===== src/rtl/batch_spi_sender.sv =====
// rtl/batch_spi_sender.sv - double-buffered colour batch sender over a mode-0 SPI link
// Define BATCH_SPI_START_BYTE_EN to prefix every frame with START_BYTE.
module batch_spi_sender #(
  parameter int         BATCH_SIZE = 8,
  parameter int         CLK_DIV    = 2,
  parameter int         CS_GAP     = 2,
  parameter logic [7:0] START_BYTE = 8'hA5
) (
  input  logic                    I_rgb_clk,
  input  logic                    I_rst_n,
  input  logic                    I_batch_ready,
  input  logic [8*BATCH_SIZE-1:0] I_batch_color,
  output logic                    O_spi_sclk,
  output logic                    O_spi_mosi,
  output logic                    O_spi_cs_n,
  output logic                    O_busy,
  output logic                    O_overflow
);

`ifdef BATCH_SPI_START_BYTE_EN
  localparam int HDR = 8;
`else
  localparam int HDR = 0 * $bits(START_BYTE);
`endif
  localparam int N  = 8 * BATCH_SIZE + HDR;
  localparam int BW = $clog2(N + 8);
  localparam int DW = $clog2(CLK_DIV + CS_GAP);

  localparam logic [BW-1:0] LAST_BIT   = BW'(N - 1);
  localparam logic [DW-1:0] DIV_RELOAD = DW'(CLK_DIV - 1);
  localparam logic [DW-1:0] GAP_RELOAD = DW'(CS_GAP - 1);

  typedef enum logic [2:0] {IDLE, CS_SETUP, SHIFT, CS_HOLD, GAP} state_t;

  state_t                  state;
  logic                    pending_valid;
  logic [8*BATCH_SIZE-1:0] pending_data;
  logic [N-1:0]            shifter;
  logic [N-1:0]            load_word;
  logic [BW-1:0]           bit_cnt;
  logic [DW-1:0]           div_cnt;
  logic                    sclk_q;
  logic                    mosi_q;
  logic                    cs_n_q;
  logic                    overflow_q;
  logic                    take;

  // Byte 0 ends up in the top bits so the shifter always sends its MSB next.
  always_comb begin
    load_word = '0;
`ifdef BATCH_SPI_START_BYTE_EN
    load_word[N-1 -: 8] = START_BYTE;
`endif
    for (int i = 0; i < BATCH_SIZE; i++)
      load_word[N-1-HDR-8*i -: 8] = pending_data[8*i +: 8];
  end

  // Pending moves to the shifter from IDLE, or straight out of the last GAP cycle.
  assign take = pending_valid && ((state == IDLE) || (state == GAP && div_cnt == '0));

  always_ff @(posedge I_rgb_clk or negedge I_rst_n) begin
    if (!I_rst_n) begin
      state         <= IDLE;
      pending_valid <= 1'b0;
      pending_data  <= '0;
      shifter       <= '0;
      bit_cnt       <= '0;
      div_cnt       <= '0;
      sclk_q        <= 1'b0;
      mosi_q        <= 1'b0;
      cs_n_q        <= 1'b1;
      overflow_q    <= 1'b0;
    end else begin
      if (I_batch_ready) begin
        if (!pending_valid || take) begin
          pending_data  <= I_batch_color;
          pending_valid <= 1'b1;
        end else begin
          overflow_q <= 1'b1;
        end
      end else if (take) begin
        pending_valid <= 1'b0;
      end

      if (take) begin
        state   <= CS_SETUP;
        shifter <= load_word;
        mosi_q  <= load_word[N-1];
        cs_n_q  <= 1'b0;
        sclk_q  <= 1'b0;
        div_cnt <= DIV_RELOAD;
      end else begin
        case (state)
          IDLE: ;
          CS_SETUP: begin
            if (div_cnt == '0) begin
              state   <= SHIFT;
              sclk_q  <= 1'b1;
              bit_cnt <= '0;
              div_cnt <= DIV_RELOAD;
            end else begin
              div_cnt <= div_cnt - 1'b1;
            end
          end
          SHIFT: begin
            if (div_cnt != '0) begin
              div_cnt <= div_cnt - 1'b1;
            end else begin
              div_cnt <= DIV_RELOAD;
              if (!sclk_q) begin
                sclk_q <= 1'b1;
              end else if (bit_cnt == LAST_BIT) begin
                sclk_q <= 1'b0;
                state  <= CS_HOLD;
              end else begin
                sclk_q  <= 1'b0;
                shifter <= {shifter[N-2:0], shifter[N-1]};
                mosi_q  <= shifter[N-2];
                bit_cnt <= bit_cnt + 1'b1;
              end
            end
          end
          CS_HOLD: begin
            if (div_cnt == '0) begin
              state   <= GAP;
              cs_n_q  <= 1'b1;
              mosi_q  <= 1'b0;
              div_cnt <= GAP_RELOAD;
            end else begin
              div_cnt <= div_cnt - 1'b1;
            end
          end
          GAP: begin
            if (div_cnt == '0) state <= IDLE;
            else               div_cnt <= div_cnt - 1'b1;
          end
          default: state <= IDLE;
        endcase
      end
    end
  end

  assign O_spi_sclk = sclk_q;
  assign O_spi_mosi = mosi_q;
  assign O_spi_cs_n = cs_n_q;
  assign O_overflow = overflow_q;
  assign O_busy     = pending_valid | (state != IDLE);

endmodule


===== config.mk =====
export PLATFORM = sky130hd
export DESIGN_NAME = batch_spi_sender
export DESIGN_NICKNAME = d
export VERILOG_FILES = /design/src/rtl/batch_spi_sender.sv
export SDC_FILE = /design/constraint.sdc
export NUM_CORES = 1
export LEC_CHECK = 0
export ABC_AREA = 1
export ABC_CLOCK_PERIOD_IN_PS = 1900
export CORE_MARGIN = 2
export CORE_UTILIZATION = 57
export CTS_CLUSTER_DIAMETER = 200
export DETAILED_ROUTE_END_ITERATION = 8
export MAX_ROUTING_LAYER = met4
export PLACE_DENSITY = 0.8
export SYNTH_ARGS = -nofsm -noshare
export SYNTH_HDL_FRONTEND = slang
export SYNTH_SLANG_ARGS = --single-unit

===== constraint.sdc =====
create_clock -name I_rgb_clk -period 1.9 [get_ports I_rgb_clk]
set_input_delay 0.57 -clock I_rgb_clk [delete_from_list [all_inputs] [get_ports I_rgb_clk]]
set_output_delay 0.57 -clock I_rgb_clk [all_outputs]
set_load 0.05 [all_outputs]

==> impl_metrics.csv, run 1 <==
group,metric,value,unit
critical_path,crit_chain,"nor2_4, nand3_4, buf_6",
power,combPwrFrac,5.9,%
power,vdd_drop_max,0.765,mV
power,total_power,6.90,mW
place,port_buffers,71,
route,drt-initial-drc-count,430,
route,drt-pass1-iter-count,5,
power,p_sw,1.48,mW
route,drtAntennaViolNets,0,
synthesis,synth-seq-cells,145,
power,power.internal,5.42,mW
final_layout,area_growth,25.0,%
power,p_clk_share,46.4,%
grt,grt_max_degree,82,
timing,worst_clock_skew,0.00842,ns
route,wire_per_inst,14.1,um
route,dr_total_vias,5623,
grt,grt.overflow.total,0,
timing,max_slew_margin,67.1,%
synthesis,syn_nets,902,
critical_path,max_stage_delay,0.46,ns
critical_path,worstPathRequired,1.33,ns
die,core,11400,um^2
power,switching_share,21.5,%
clock_network,clk_latency,0.42,ns
die,start_util,58.5,%
critical_path,arrival,1.29,ns
grt,first_global_vias,5349,
final_layout,final_cell_area,8350,um^2
synthesis,syn_area,6680,um^2
clock_network,cts_root_buffer,"clkbuf_16",
clock_network,clock_sinks,145,
critical_path,startpoint_type,"flip-flop",
final_layout,drive_above_1_share,8.64,%
die,fp.dieW,112,um
die,die_h,112,um
clock_network,cts_tree,"built",
timing,fin_ws,0.0448,ns
power,pwr-share-seq,47.7,%
timing,setup_viol,0,
timing,tightest_slew,0.493,ns
timing,finalCritPeriodShare,97.6,%
synthesis,synth.avg_cell_area,8.02,um^2
die,io_pins,72,
route,viasPerCell,5.32,
critical_path,slowest_stage,"dfrtp_2",
place,place_ws,0.00879,ns
place,dpl.hpwl,8.83,mm
critical_path,worstSetupEndpointType,"output port",
clock_network,htreeDepth,4,
synthesis,synth_seq_area_share,54.4,%
final_layout,diodes,0,
flow_run,maxCapViolCount,0,
final_layout,nets,971,
critical_path,worstSetupPathType,"flip-flop to output port",
power,leakagePower,4.32,nW
clock_network,cts_buffers,17,
route,wl,14.9,mm
power,power.density,827,nW/um^2
clock_network,clockBufferDepth,2,
grt,grt_pass1_wl,24.2,mm
timing,max_clock_freq,539,MHz
place,globalplace.congestion,0.823,
grt,antenna_found_initial,0,
min_path,hp-class,"primary input to asynchronous set/reset pin",
timing,slew_viol_final,0,
synthesis,ys_types,28,
die,fp.dieArea,12600,um^2
grt,grt_util_all_layers,24.3,%
critical_path,critPathMaxFanout,5,
clock_network,path_clk_slew,0.06,ns
status,status,"complete, no violations",
timing,fin_crit,1.86,ns
place,dpl_cell_area,7590,um^2
timing,finalHoldViolations,0,
synthesis,synthCells,832,
synthesis,synth_warnings,0,
route,post-route-drc-count,0,
die,core.rowCount,39,
==> synth_stat cells <==
cell type / n / area (um^2)
inv_2: 1 / 3.75
nand3_1: 83 / 415
nand2_4: 1 / 11.3
inv_1: 81 / 304
nand2_2: 3 / 18.8
o211ai_1: 1 / 7.51
buf_4: 8 / 60.1
xor2_1: 2 / 17.5
buf_6: 6 / 67.6
nor2_2: 1 / 6.26
nor2_1: 75 / 282
and3_1: 1 / 6.26
o21bai_1: 3 / 22.5
nor3_2: 1 / 10.0
dfrtp_1: 144 / 3600
nand2_1: 247 / 927
o31ai_1: 1 / 7.51
nor2_4: 1 / 11.3
o21ai_0: 64 / 320
a211oi_1: 1 / 7.51
dfstp_2: 1 / 26.3
buf_1: 5 / 18.8
ha_1: 3 / 37.5
a21oi_1: 67 / 335
nand4_1: 1 / 6.26
clkbuf_1: 7 / 26.3
buf_2: 22 / 110
nor3_1: 1 / 5.00
==> layout by cell type (no fill, tap or decap), types with 2 or more instances in the layout <==
cell / n
nand2_1: 245
dfrtp_1: 141
nand3_1: 80
inv_1: 79
nor2_1: 75
a21oi_1: 67
clkdlybuf4s50_1: 65
o21ai_0: 64
clkbuf_16: 20
buf_4: 13
buf_12: 12
clkbuf_1: 6
nand2_2: 5
clkbuf_8: 5
nand3_4: 3
o21bai_1: 3
dfrtp_2: 3
nor2_4: 2
inv_2: 2
xor2_1: 2
ha_1: 2
clkinv_2: 2
buf_6: 2
==> power by group through the flow <==
stage / clock network, mW / registers [mW] / logic, mW
floorplan: 0 / 3.33 / 0.149
global placement: 0 / 3.34 / 0.392
detailed placement: 0 / 3.34 / 0.412
CTS: 3.23 / 3.29 / 0.416
global route: 3.36 / 3.30 / 0.468
finish: 3.20 / 3.29 / 0.411
==> area by class of cell <==
class	instances	area (um^2)
well taps	143	179
inverters	82	310
repair buffers	97	1130
flip-flops and latches	145	3630
clock inverters	4	47.5
fillers	837	3070
clock buffers	28	517
multi-input cells	558	2530
==> kinds of logic after synthesis <==
logic type	synth area share, %
simple gates	25.5
buf+inv	8.85
xor+xnor	0.262
fa+ha+maj	0.562
compound gates	10.5
flops	54.4
==> critical path: cells and delay by family, from the launching register on <==
family | cells | cell delay [ns]
DFF | 1 | 0.46
buffers and inverters | 1 | 0.17
and+or+nand+nor | 2 | 0.24
==> per-layer routing <==
layer	share of wire, %	vias up	GRT usage (%)
li1	-	2767	-
met1	43	2646	30.8
met2	49	174	38.6
met3	5.1	36	4.97
met4	2.6	0	9.92
met5	0	-	-
==> flip-flops by register name, indices dropped and copies added, names as in the netlist <==
| name | count |
|---|---|
| shifter | 64 |
| O_overflow | 1 |
| O_spi_mosi | 1 |
| pending_data | 64 |
| O_spi_cs_n | 1 |
| pending_valid | 1 |
| div_cnt | 2 |
| state | 3 |
| bit_cnt | 7 |
| O_spi_sclk | 1 |
==> timing repair <==
item,4_1_cts,5_1_grt
hold buffers,0,0
endpoints found under the setup margin,4,127
endpoints found under the hold margin,0,0
pin swaps,1,1
cloned,0,4
buffers inserted,2,3
resized for setup,6,14
==> per-stage QoR <==
stage	hold slack (ns)	TNS [ns]	util, %	std cells
2_1_floorplan	0.274	0	-	832
3_3_place_gp	0.458	0	66.4	1016
3_5_place_dp	0.459	0	66.4	1016
4_1_cts	0.0996	0	71.7	1050
5_1_grt	0.119	-0.0108	73.1	1057
6_report	0.0919	0	73.1	1057
==> final timing paths <==
path	startpoint	end	slack (ns)	depth (start not counted)
max in group asynchronous	I_rst_n	pending_data[29]	1.21	2
max reg2reg	bit_cnt[0]	shifter[63]	0.10	9
max	state[1]	O_busy	0.04	3
min reg2reg	pending_data[7]	pending_data[7]	0.47	2
min	I_rst_n	pending_data[46]	0.09	1
min in group I_rgb_clk	pending_data[7]	pending_data[7]	0.47	2
Note: power is estimated with default switching activity, not from simulation.
==> run 2, diff against run 1 <==
Settings changed: CORE_UTILIZATION 57 to 63, DONT_BUFFER_PORTS from default to 1, GPL_TIMING_DRIVEN from default to 0, PLACE_DENSITY 0.8 to 0.79.
==> impl_metrics.csv, run 2 (synthesis results as in run 1) <==
group,metric,value,unit
place,dpl_cell_area,6850,um^2
clock_network,clock_sinks,145,
die,die_h,107,um
timing,fin_ws,0.00780,ns
clock_network,path_clk_slew,0.06,ns
min_path,hp-class,"primary input to asynchronous set/reset pin",
final_layout,multi_input_area,2520,um^2
timing,worst_clock_skew,0.00680,ns
grt,grt_pass1_wl,26.2,mm
critical_path,critPathMaxFanout,4,
final_layout,drive_above_1_share,12.1,%
place,place_ws,-0.246,ns
final_layout,reg_top3,"pending_data: 64 flops, shifter: 64 flops, bit_cnt: 7 flops",
die,fp.dieW,107,um
route,viasPerCell,5.70,
critical_path,worstSetupPathType,"flip-flop to output port",
critical_path,arrival,1.32,ns
final_layout,final_cell_area,7700,um^2
final_layout,diodes,0,
die,core.rowCount,37,
timing,finalCritPeriodShare,99.6,%
final_layout,stdcell_count,1006,
route,post-route-drc-count,0,
critical_path,worstSetupEndpointType,"output port",
clock_network,cts_root_buffer,"clkbuf_8",
die,io_pins,72,
final_layout,nets,927,
final_layout,fillers,740,
final_layout,regArea,3630,um^2
clock_network,cts_tree,"built",
route,wire_per_inst,15.6,um
grt,first_global_vias,5583,
final_layout,post-route-util,74.6,%
route,drt-pass1-iter-count,5,
route,dr_total_vias,5736,
power,power.density,941,nW/um^2
flow_run,maxCapViolCount,0,
power,total_power,7.25,mW
grt,grt.overflow.total,0,
timing,tightest_slew,0.526,ns
place,globalplace.congestion,0.840,
timing,max_clock_freq,528,MHz
timing,setup_tns,0,ns
grt,grt_util_all_layers,30.3,%
critical_path,startpoint_type,"flip-flop",
timing,finalHoldViolations,145,
route,drt-initial-drc-count,520,
timing,fin_crit,1.89,ns
critical_path,worstPathRequired,1.33,ns
timing,timing.hold.ws,-0.272,ns
grt,grt_max_degree,146,
final_layout,area_growth,15.3,%
power,vdd_drop_max,0.581,mV
timing,max_slew_margin,64.9,%
timing,setup_viol,0,
die,core,10300,um^2
clock_network,clockBufferDepth,2,
timing,rsz0062_at_grt,"yes",
place,dpl.hpwl,9.70,mm
clock_network,htreeDepth,4,
die,fp.dieArea,11400,um^2
power,leakagePower,4.10,nW
die,start_util,64.7,%
clock_network,clk_latency,0.54,ns
status,status,"complete, but fails checks",
timing,slew_viol_final,0,
final_layout,final_cell_mix,"nand2_1 (246), dfrtp_1 (141), nand3_1 (81), inv_1 (80), nor2_1 (74)",
status,violations,"negative hold slack",
place,dp_cells,968,
route,wl,15.7,mm
place,port_buffers,0,
grt,antenna_found_initial,0,
clock_network,cts_buffers,17,
route,drtAntennaViolNets,0,
final_layout,final_common_cell,"nand2_1",
run 2: changes by cell type in the layout (fill, tap and decap cells not counted), sizes merged:
cell / before / now
clkdlybuf4s50: 65 / 0
buf: 29 / 41
bufinv: 1 / 6
clkinv: 2 / 4
clkinvlp: 1 / 3
clkbuf: 31 / 30
inv: 82 / 83
run 2: final timing paths:
path	cells after the start	slack [ns]	endpoint	from
setup reg to reg	10	0.09	pending_data[62]	div_cnt[0]
hold / removal	0	-0.27	div_cnt[0]	I_rst_n
min in group I_rgb_clk	2	0.15	pending_valid	I_batch_ready
max in group asynchronous	0	1.98	O_spi_cs_n	I_rst_n
hold reg to reg	2	0.50	shifter[38]	shifter[38]
setup / recovery	2	0.008	O_busy	state[0]
run 2: power breakdown:
part           switching, mW  internal (mW)  total (mW)
clock network           1.32           2.43        3.75
registers             0.0435           3.25        3.29
logic                  0.135         0.0717       0.207
total                   1.50           5.75        7.25
run 2: per-layer routing:
metal	routed length, um	track usage [%]	vias up
met5	0	-	-
met4	524	13.2	0
met3	829	6.26	50
met2	7850	48.4	209
met1	6480	37.9	2795
li1	-	-	2682
run 2: layout make-up:
| class | count | area share (%) |
|---|---|---|
| Buffer | 48 | 4.79 |
| Clock buffer | 18 | 5.56 |
| Clock inverter | 14 | 3.06 |
| Inverter | 82 | 4.00 |
| Multi-Input combinational cell | 558 | 32.7 |
| Sequential cell | 145 | 47.2 |
| Tap cell | 136 | 2.21 |
| Timing Repair Buffer | 5 | 0.488 |
run 2: critical path, cell delays in order (launching register included):
cell     delay, ns
dfrtp_2       0.45
nor2_4        0.15
nand3_4       0.19
run 2: repair_timing:
action,4_1_cts,5_1_grt
setup buffers,0,5
endpoints found under the hold margin,145,145
gates cloned,1,0
gates resized for setup,34,30
pin swaps,1,3
setup endpoints to repair,138,139
